==> src/rtl/bus1to2_pkg.sv <==
// bus1to2_pkg: shared bus widths, FSM encoding, request bundle and decode helper (rev 1.0)
`default_nettype none

package bus1to2_pkg;

  localparam int ADDR_W = 32;
  localparam int DATA_W = 32;
  localparam int STRB_W = 4;

  localparam logic [DATA_W-1:0] ERR_DATA_DEFAULT = 32'hDEAD_BEEF;

  localparam logic [1:0] ST_IDLE = 2'd0;
  localparam logic [1:0] ST_REQ  = 2'd1;
  localparam logic [1:0] ST_RESP = 2'd2;

  typedef struct packed {
    logic [ADDR_W-1:0] addr;
    logic [DATA_W-1:0] wdata;
    logic [STRB_W-1:0] wstrb;
  } bus_req_t;

  function automatic logic addr_hit(input logic [ADDR_W-1:0] addr,
                                    input logic [ADDR_W-1:0] base,
                                    input logic [ADDR_W-1:0] mask);
    return (addr & mask) == base;
  endfunction

  // Watchdog width: enough bits to hold TIMEOUT, never narrower than one bit.
  function automatic int cnt_width(input int unsigned timeout);
    return (timeout == 0) ? 1 : $clog2(timeout + 1);
  endfunction

endpackage

`default_nettype wire

==> src/rtl/bus_watchdog.sv <==
// bus_watchdog: loadable saturating cycle counter with clear/enable and expiry flag (rev 1.0)
`default_nettype none

module bus_watchdog
  import bus1to2_pkg::*;
#(
  parameter int unsigned TIMEOUT = 255,
  localparam int W = cnt_width(TIMEOUT)
) (
  input  logic         clk,
  input  logic         resetn,
  input  logic         clear,
  input  logic         load,
  input  logic [W-1:0] load_val,
  input  logic         enable,
  output logic         expired
);

  // With TIMEOUT=0 the counter simply parks at all-ones and never expires.
  localparam logic [W-1:0] LIMIT   = (TIMEOUT == 0) ? {W{1'b1}} : W'(TIMEOUT);
  localparam bit           ENABLED = (TIMEOUT != 0);

  logic [W-1:0] count;

  always_ff @(posedge clk or negedge resetn) begin
    if (!resetn) begin
      count <= '0;
    end else if (clear) begin
      count <= '0;
    end else if (load) begin
      count <= load_val;
    end else if (enable && (count != LIMIT)) begin
      count <= count + 1'b1;
    end
  end

  assign expired = ENABLED && (count == LIMIT);

endmodule

`default_nettype wire

==> src/rtl/bus1to2.sv <==
// bus1to2: registered 1-to-2 address-decoding demux with unmapped/timeout error completion (rev 1.0)
`default_nettype none

module bus1to2
  import bus1to2_pkg::*;
#(
  parameter logic [ADDR_W-1:0] S1_BASE  = 32'h0000_0000,
  parameter logic [ADDR_W-1:0] S1_MASK  = 32'hF000_0000,
  parameter logic [ADDR_W-1:0] S2_BASE  = 32'h1000_0000,
  parameter logic [ADDR_W-1:0] S2_MASK  = 32'hF000_0000,
  parameter int unsigned       TIMEOUT  = 255,
  parameter logic [DATA_W-1:0] ERR_DATA = ERR_DATA_DEFAULT
) (
  input  logic              clk,
  input  logic              resetn,
  input  logic              m_valid,
  input  logic [ADDR_W-1:0] m_addr,
  input  logic [DATA_W-1:0] m_wdata,
  input  logic [STRB_W-1:0] m_wstrb,
  output logic              m_ready,
  output logic [DATA_W-1:0] m_rdata,
  output logic              s1_valid,
  output logic [ADDR_W-1:0] s1_addr,
  output logic [DATA_W-1:0] s1_wdata,
  output logic [STRB_W-1:0] s1_wstrb,
  input  logic              s1_ready,
  input  logic [DATA_W-1:0] s1_rdata,
  output logic              s2_valid,
  output logic [ADDR_W-1:0] s2_addr,
  output logic [DATA_W-1:0] s2_wdata,
  output logic [STRB_W-1:0] s2_wstrb,
  input  logic              s2_ready,
  input  logic [DATA_W-1:0] s2_rdata,
  output logic              bus_err
);

  localparam int CNT_W = cnt_width(TIMEOUT);

  logic [1:0]        state;
  bus_req_t          req_q;
  logic              sel_s2;
  logic              hit1;
  logic              hit2;
  logic              start_req;
  logic              in_req;
  logic              sel_ready;
  logic [DATA_W-1:0] sel_rdata;
  logic              expired;

  assign hit1      = addr_hit(m_addr, S1_BASE, S1_MASK);
  assign hit2      = addr_hit(m_addr, S2_BASE, S2_MASK);
  assign start_req = (state == ST_IDLE) && m_valid && (hit1 || hit2);
  assign in_req    = (state == ST_REQ);
  assign sel_ready = sel_s2 ? s2_ready : s1_ready;
  assign sel_rdata = sel_s2 ? s2_rdata : s1_rdata;

  // The counter reads 1 in the first REQ cycle, so it equals the number of REQ cycles spent.
  bus_watchdog #(
    .TIMEOUT (TIMEOUT)
  ) u_watchdog (
    .clk      (clk),
    .resetn   (resetn),
    .clear    (!in_req && !start_req),
    .load     (start_req),
    .load_val (CNT_W'(1)),
    .enable   (in_req),
    .expired  (expired)
  );

  always_ff @(posedge clk or negedge resetn) begin
    if (!resetn) begin
      state   <= ST_IDLE;
      req_q   <= '0;
      sel_s2  <= 1'b0;
      m_ready <= 1'b0;
      m_rdata <= '0;
      bus_err <= 1'b0;
    end else begin
      m_ready <= 1'b0;
      m_rdata <= '0;
      bus_err <= 1'b0;
      case (state)
        ST_IDLE: begin
          if (m_valid) begin
            req_q.addr  <= m_addr;
            req_q.wdata <= m_wdata;
            req_q.wstrb <= m_wstrb;
            if (hit1 || hit2) begin
              sel_s2 <= !hit1;
              state  <= ST_REQ;
            end else begin
              m_ready <= 1'b1;
              m_rdata <= ERR_DATA;
              bus_err <= 1'b1;
              state   <= ST_RESP;
            end
          end
        end
        ST_REQ: begin
          // A ready landing on the expiry cycle still completes normally.
          if (sel_ready) begin
            m_ready <= 1'b1;
            m_rdata <= (req_q.wstrb == '0) ? sel_rdata : '0;
            state   <= ST_RESP;
          end else if (expired) begin
            m_ready <= 1'b1;
            m_rdata <= ERR_DATA;
            bus_err <= 1'b1;
            state   <= ST_RESP;
          end
        end
        ST_RESP: state <= ST_IDLE;
        default: state <= ST_IDLE;
      endcase
    end
  end

  assign s1_valid = in_req && !sel_s2;
  assign s1_addr  = s1_valid ? req_q.addr  : '0;
  assign s1_wdata = s1_valid ? req_q.wdata : '0;
  assign s1_wstrb = s1_valid ? req_q.wstrb : '0;

  assign s2_valid = in_req && sel_s2;
  assign s2_addr  = s2_valid ? req_q.addr  : '0;
  assign s2_wdata = s2_valid ? req_q.wdata : '0;
  assign s2_wstrb = s2_valid ? req_q.wstrb : '0;

endmodule

`default_nettype wire

==> config.mk <==
export PLATFORM = sky130hd
export DESIGN_NAME = bus1to2
export DESIGN_NICKNAME = d
export VERILOG_FILES = /design/src/rtl/bus1to2_pkg.sv /design/src/rtl/bus_watchdog.sv /design/src/rtl/bus1to2.sv
export SDC_FILE = /design/constraint.sdc
export NUM_CORES = 1
export LEC_CHECK = 0
export ABC_AREA = 1
export BUFFER_PORTS_ARGS = -buffer_cell sky130_fd_sc_hd__buf_2
export CAP_MARGIN = 15
export CORE_MARGIN = 2
export CORE_UTILIZATION = 40
export DETAILED_ROUTE_END_ITERATION = 8
export PLACE_DENSITY = 0.72
export SLEW_MARGIN = 20
export SYNTH_ARGS = -nofsm -noshare
export SYNTH_HDL_FRONTEND = slang
export SYNTH_HIERARCHICAL = 1
export SYNTH_SLANG_ARGS = --single-unit
==> constraint.sdc <==
create_clock -name clk -period 3 [get_ports clk]
set_clock_uncertainty 0.1 [all_clocks]
set_input_delay 0.6 -clock clk [delete_from_list [all_inputs] [get_ports clk]]
set_output_delay 0.6 -clock clk [all_outputs]
set_load 0.02 [all_outputs]
==> run metrics, run 1 <==
H-tree depth 4; Critical Path AT 2.00 ns; routability cong. 0.815; HPWL after DPL 11,900 µm; via/cell ratio 4.49; TritonCTS clock tree built; status finished, final reports clean; Avg Cell Area, Syn 7.53 µm²; part of the power in registers 37.7%; final WL 16,100 µm; Reg2Reg Setup Slack 0.93 ns; Setup crit start kind flip-flop; Tot Pwr 4.83 mW; Layout area overhead 38.7%; die height 123 µm; CP Max Fanout 68; crit share post-route 89.9%; critical path, cell by cell nor2_4, inv_2, nor2_4, inv_4, nor2_1, buf_2; Vias 5,589; Final Max Slew Viols 0; minimum hold slack 0.103 ns; largest net degree at the start of global routing 134; fin area 0.00789 mm²; Port Buffers 308; setup TNS 0 ns; DRT iter0 DRCs 279; slew margin rel. 44.8%; reg2reg end u_watchdog/count[0]; Final Hold Viols 0; Sw Ratio 29.1%; Die Footprint 0.0152 mm²; combinational share of power 19.7%; yosys warns 6; Area after DPL 0.00727 mm²; leading post-synthesis cells by cell area dfrtp_1 50%, nand2_1 14%, nor2_1 10%, inv_1 5.1%, o21ai_0 4.6%; Sw Pwr 1.40 mW; NumNets Final 1,191; # DRC 0; post-synthesis register bit count 113; core box area 0.0139 mm²; commonest non-fill, non-tap cell in the layout buf_2; max_cap viols 0; area of the mapped netlist 0.00569 mm²; RSZ-0062 raised after global routing false; Die W 123 µm; final setup vio count 0; reg2reg path depth 10; Remaining Overflow, GRT 0; Yosys cell types 28; final worst path period need 2.70 ns; critical path class flip-flop to primary output; drt pass-1 iters 5; Static Leakage 4.61 nW; multi-input logic area 0.00229 mm²; Worst path max stage delay 0.40 ns; Seq/Total Area, Yosys 49.7%; Hold Path Class primary input to asynchronous set/reset pin; commonest non-fill, non-tap cells in the layout 307 x buf_2, 210 x nand2_1, 156 x nor2_1; CP startpoint state[1]; Root Driver clkbuf_16; routed length per instance 12.9 µm; Internal 3.42 mW; # clock sinks 113; nature of the critical path endpoint primary output; Reg-to-Reg Start state[1]; Worst-path clk slew 0.06 ns; Req. time, crit path 2.30 ns; Clock power frac 42.6%; crit path to s1_wdata[6]; Max Buffers Root-to-Sink 2; Synth top area share 49.7%; GRT Overall Usage 21.1%; register area 0.00283 mm²; Cells after Synth 756; largest area contributor in the synthesized netlist dfrtp_1; first-pass GRT wire length 24,600 µm; Cells after DPL 1,214; Antenna Nets Post-Route 0; layout cells sized above 1 34.6%; initial core utilization 41.0%; Fill cells 1,379; initial antenna violation count 0; Critical Path Most Common Cell nor2_4; via count of the first global-routing pass 4,997; clk_lat worst skew 0.41 ns; Post CTS Setup Buffer Count 0; Num CTS Buffers 17; Top-Level Pins 309; fin cells 1,245; row count 43; P per Cell Area 612 mW/mm²; number of antenna diodes 0; Worst-Margin Slew 0.827 ns; fmax 371 MHz; Slowest cell on crit path dfrtp_1; Max VDD drop 0.319 mV
critical path, delay by kind of cell, from the launching register on:
kind	cells	cell delay, ns
buffers and inverters	3	0.56
AND/OR/NAND/NOR	3	0.59
flip-flops	1	0.40
what timing repair did:
item                       CTS  global route
resized for setup            2             0
setup endpoints to repair   50             0
hold buffers                 0             0
cell type report:
| class | instances | share of cell area, % |
|---|---|---|
| Clock buffer | 22 | 6.14 |
| Clock inverter | 9 | 1.65 |
| Inverter | 88 | 4.30 |
| Multi-Input combinational cell | 520 | 29.0 |
| Sequential cell | 113 | 35.8 |
| Tap cell | 180 | 2.85 |
| Timing Repair Buffer | 313 | 20.2 |
layer usage:
layer  wire, µm  global-route usage (%)
met4        155                    5.97
met5          0                       0
met2       8140                    35.5
met1       6560                    26.0
met3       1210                    6.78
cells in the mapped netlist, drive strengths merged:
| master | count |
|---|---|
| o21ai | 76 |
| o31ai | 1 |
| a21oi | 25 |
| clkbuf | 11 |
| nand2 | 215 |
| mux2i | 9 |
| ha | 1 |
| dfrtp | 113 |
| nand4 | 1 |
| conb | 2 |
| o21bai | 1 |
| inv | 88 |
| nor2 | 164 |
| buf | 30 |
| nand3 | 19 |
kinds of logic after synthesis:
group / Yosys count / synth area share, %
other: 2 / 0.132
DFF: 113 / 49.7
buffers and inverters: 129 / 10.5
adders and majority gates: 1 / 0.220
AOI/OAI and AO/OA: 103 / 9.48
muxes: 9 / 1.58
and+or+nand+nor: 399 / 28.4
worst min path at each step:
stage                   start         to  slack (ns)  cells after the start
global route           resetn  req_q[46]        0.16                      1
detailed placement  req_q[67]  req_q[67]        0.39                      2
global placement    req_q[67]  req_q[67]        0.38                      2
CTS                    resetn  req_q[46]        0.14                      1
finish                 resetn  req_q[46]        0.10                      1
floorplan              resetn    bus_err        0.20                      0
sequential cells by signal, indices dropped and copies added (netlist names):
name,flops
state,2
req_q,68
bus_err,1
m_ready,1
sel_s2,1
u_watchdog/count,8
m_rdata,32
power by group through the flow:
stage	Sequential, mW	Clock (mW)	Combinational (mW)
5_1_grt	1.84	2.17	1.09
3_5_place_dp	1.85	0	0.958
2_1_floorplan	1.88	0	0.591
3_3_place_gp	1.84	0	0.949
4_1_cts	1.82	2.09	0.965
6_report	1.82	2.06	0.952
metrics by stage:
step           setup slack, ns  utilization, %
2_1_floorplan            0.782               -
3_5_place_dp             0.429            52.4
6_report                 0.304            56.9
5_1_grt                  0.160            56.9
4_1_cts                  0.270            56.8
3_3_place_gp             0.458            52.4
No activity file was read; power rests on OpenSTA's default activity.
==> run 2: changes to the inputs <==
Settings changed: PLACE_DENSITY 0.72 to 0.84.
==> run 2 against run 1 <==
Net effect: setup slack improved by 0.060 ns; register-to-register slack about the same; global-route usage increased by 0.23 points; largest power group unchanged; highest routed layer unchanged.
==> run metrics, run 2 (same netlist as run 1, synthesis figures left out) <==
status finished, final reports clean; RSZ-0062 raised after global routing false; HPWL after DPL 11,800 µm; Static Leakage 4.60 nW; crit share post-route 87.9%; Die Footprint 0.0152 mm²; Cells after DPL 1,214; fmax 379 MHz; TritonCTS clock tree built; met2 Use GR 36.5%; Antenna Nets Post-Route 0; DRT iter0 DRCs 325; initial antenna violation count 0; first-pass GRT wire length 25,000 µm; commonest non-fill, non-tap cell in the layout buf_2; slew margin rel. 43.6%; Max VDD drop 0.349 mV; Top Registers req_q: 68 flops, m_rdata: 32 flops, u_watchdog/count: 8 flops; routed length per instance 12.9 µm; GRT Overall Usage 21.3%; routability cong. 0.817; # DRC 0; Worst-Margin Slew 0.843 ns; final WL 16,100 µm; Top Usage Layer GRT met2; commonest non-fill, non-tap cells in the layout 307 x buf_2, 210 x nand2_1, 156 x nor2_1; Layout area overhead 38.3%; P per Cell Area 603 mW/mm²; critical path class flip-flop to primary output; Hold Path Class primary input to asynchronous set/reset pin; Final Max Slew Viols 0; row count 43; Critical Path AT 1.94 ns; core box area 0.0139 mm²; setup TNS 0 ns; # clock sinks 113; final setup vio count 0; layout cells sized above 1 34.5%; Num CTS Buffers 17; Max Buffers Root-to-Sink 2; die height 123 µm; max_cap viols 0; number of antenna diodes 0; final worst path period need 2.64 ns; nature of the critical path endpoint primary output; H-tree depth 4; hold buffers post-CTS 0; Port Buffers 308; drt pass-1 iters 5; Final Hold Viols 0; Vias 5,851; NumNets Final 1,191; initial core utilization 41.0%; largest net degree at the start of global routing 134; met3 Usage GRT 6.00%; Top reg by flops req_q; via/cell ratio 4.70; Die W 123 µm; met1 Track Usage GR 25.0%; Worst-path clk slew 0.05 ns; Fill cells 1,313; Remaining Overflow, GRT 0; CP Max Fanout 68; max FFs per register 68; Req. time, crit path 2.30 ns; Root Driver clkbuf_16; Post CTS Setup Buffer Count 0; fin cells 1,246; Top-Level Pins 309; clk_lat worst skew 0.41 ns; via count of the first global-routing pass 5,337; Setup crit start kind flip-flop; Tot Pwr 4.74 mW
[run 2: area by class of cell]
class                           count  area (µm²)  area share (%)
Sequential cell                   113        2830            35.9
Multi-Input combinational cell    520        2290            29.1
Timing Repair Buffer              313        1610            20.4
Clock buffer                       23         478            6.07
Inverter                           88         339            4.31
Tap cell                          180         225            2.86
Clock inverter                      9         106            1.35
[run 2: path summary, 6_finish.rpt]
path                                   from                   to  slack (ns)  cells past startpoint
worst max register to register     state[1]  u_watchdog/count[0]        0.93                     10
min in group clk                m_wdata[27]            req_q[31]        0.30                      3
worst min register to register    req_q[67]            req_q[67]        0.39                      2
worst max-delay path               state[1]          s1_addr[24]        0.36                      6
max in group asynchronous            resetn            req_q[16]        1.92                      2
worst min-delay path                 resetn            req_q[55]        0.17                      1
[run 2: critical path: stages (launching register included)]
cell and delay (ns):
dfrtp_1 0.40, nor2_4 0.24, inv_2 0.13, nor2_4 0.13, inv_4 0.20, nor2_1 0.18, buf_2 0.18
[run 2: power breakdown]
part           switching, mW  internal [mW]
registers             0.0718           1.75
logic                  0.673          0.293
clock network          0.673           1.28
total                   1.42           3.33
[run 2: what timing repair did]
action	CTS	global route
setup endpoints to repair	0	136
hold endpoints to repair	0	0
resized for setup	0	2
[run 2: through the flow]
| stage | setup slack [ns] | utilization [%] | instance area (µm²) | hold WS, ns |
|---|---|---|---|---|
| floorplan | 0.782 | - | 5710 | 0.204 |
| global placement | 0.506 | 52.5 | 7280 | 0.379 |
| detailed placement | 0.470 | 52.5 | 7280 | 0.384 |
| CTS | 0.0241 | 56.7 | 7870 | 0.202 |
| global route | 0.211 | 56.7 | 7870 | 0.239 |
| finish | 0.364 | 56.7 | 7870 | 0.172 |
[run 2: layer usage]
metal | part of all wire (%) | wire, µm
met2 | 51 | 8140
met3 | 7.8 | 1250
met1 | 39 | 6280
met5 | 0 | 0
met4 | 2.4 | 392
==> run 3: changes to the inputs <==
Settings changed: CTS_BUF_LIST set to sky130_fd_sc_hd__clkbuf_8 sky130_fd_sc_hd__clkbuf_16, SETUP_SLACK_MARGIN set to 0.15.
==> run 3 against run 2 <==
Net effect: setup slack worse by 0.00054 ns; global-route usage is the same; register-to-register slack is essentially flat; cell area stayed put; critical endpoint unchanged; highest routed layer unchanged.
==> run metrics, run 3 (same netlist as run 1, synthesis figures left out) <==
status finished, final reports clean; setup TNS 0 ns; Reg-to-Reg Start state[1]; Worst-Margin Slew 0.846 ns; first-pass GRT wire length 25,000 µm; RSZ-0062 raised after global routing false; fin cells 1,246; Root Driver clkbuf_16; Max Buffers Root-to-Sink 2; commonest non-fill, non-tap cells in the layout 307 x buf_2, 210 x nand2_1, 156 x nor2_1; Hold Path Class primary input to asynchronous set/reset pin; Reg2Reg Setup Slack 0.93 ns; slew margin rel. 43.5%; Worst-path clk slew 0.05 ns; Max VDD drop 0.341 mV; routed length per instance 12.9 µm; NumNets Final 1,191; crit path to s1_addr[24]; cts repair resizes 2; crit share post-route 87.9%; Fill cells 1,313; Port Buffers 308; Top Registers req_q: 68 flops, m_rdata: 32 flops, u_watchdog/count: 8 flops; fmax 379 MHz; DRT iter0 DRCs 331; row count 43; Top reg by flops req_q; Top-Level Pins 309; drt pass-1 iters 5; HPWL after DPL 11,800 µm; H-tree depth 4; final worst path period need 2.64 ns; die height 123 µm; Post CTS Setup Buffer Count 0; Die Footprint 0.0152 mm²; register area 0.00283 mm²; core box area 0.0139 mm²; initial antenna violation count 0; layout cells sized above 1 34.5%; Critical Path AT 1.94 ns; final WL 16,100 µm; max FFs per register 68; reg2reg end u_watchdog/count[0]; Cells after DPL 1,214; reg2reg path depth 10; Final Max Slew Viols 0; number of antenna diodes 0; Vias 5,839; via count of the first global-routing pass 5,337; CP Max Fanout 68; TritonCTS clock tree built; Setup crit start kind flip-flop; critical path class flip-flop to primary output; Static Leakage 4.61 nW; largest net degree at the start of global routing 134; # clock sinks 113; max_cap viols 0; nature of the critical path endpoint primary output; Req. time, crit path 2.30 ns; multi-input logic area 0.00229 mm²; GRT Overall Usage 21.3%; Die W 123 µm; initial core utilization 41.0%; Remaining Overflow, GRT 0; P per Cell Area 602 mW/mm²; Layout area overhead 38.3%; commonest non-fill, non-tap cell in the layout buf_2; Final Hold Viols 0; # DRC 0; hold buffers post-CTS 0; via/cell ratio 4.69; Antenna Nets Post-Route 0; CP startpoint state[1]; clk_lat worst skew 0.41 ns; Tot Pwr 4.73 mW; routability cong. 0.817; final setup vio count 0; utilization after layout 56.7%; Num CTS Buffers 17
-- run 3: report_power, final --
part	internal (mW)	switching (mW)	leakage, nW
Sequential	1.75	0.0717	1.43
Combinational	0.293	0.673	2.89
Clock	1.27	0.674	0.292
-- run 3: how the worst min path moves through the flow --
stage | start | endpoint | slack [ns] | depth (start not counted)
after global placement | req_q[67] | req_q[67] | 0.38 | 2
after CTS | resetn | req_q[54] | 0.20 | 1
after global routing | resetn | req_q[55] | 0.24 | 1
final | resetn | req_q[55] | 0.17 | 1
after floorplan | resetn | bus_err | 0.20 | 0
after detailed placement | req_q[67] | req_q[67] | 0.38 | 2
-- run 3: area by class of cell --
class	count	area share [%]
multi-input combinational	520	29.1
inverter	88	4.31
timing repair buffer	313	20.4
sequential	113	35.9
clock buffer	20	5.93
clock inverter	12	1.49
tap	180	2.86
-- run 3: worst max-delay path, stage by stage (launching register included) --
cell and delay, ns:
dfrtp_1 0.40, nor2_4 0.24, inv_2 0.13, nor2_4 0.13, inv_4 0.20, nor2_1 0.18, buf_2 0.18
-- run 3: stage by stage --
step / setup WS (ns) / hold slack, ns / instance area [µm²]
final: 0.364 / 0.172 / 7870
after global routing: 0.211 / 0.239 / 7870
after CTS: 0.344 / 0.202 / 7870
after detailed placement: 0.470 / 0.384 / 7280
after global placement: 0.506 / 0.379 / 7280
after floorplan: 0.782 / 0.204 / 5710
-- run 3: routing by layer --
metal	track usage [%]	vias to the layer above	share of wire, %
met5	0	-	0
met4	9.23	0	2.4
met2	36.5	249	51
met3	6.00	32	7.7
met1	25.0	2673	39
li1	-	2885	-
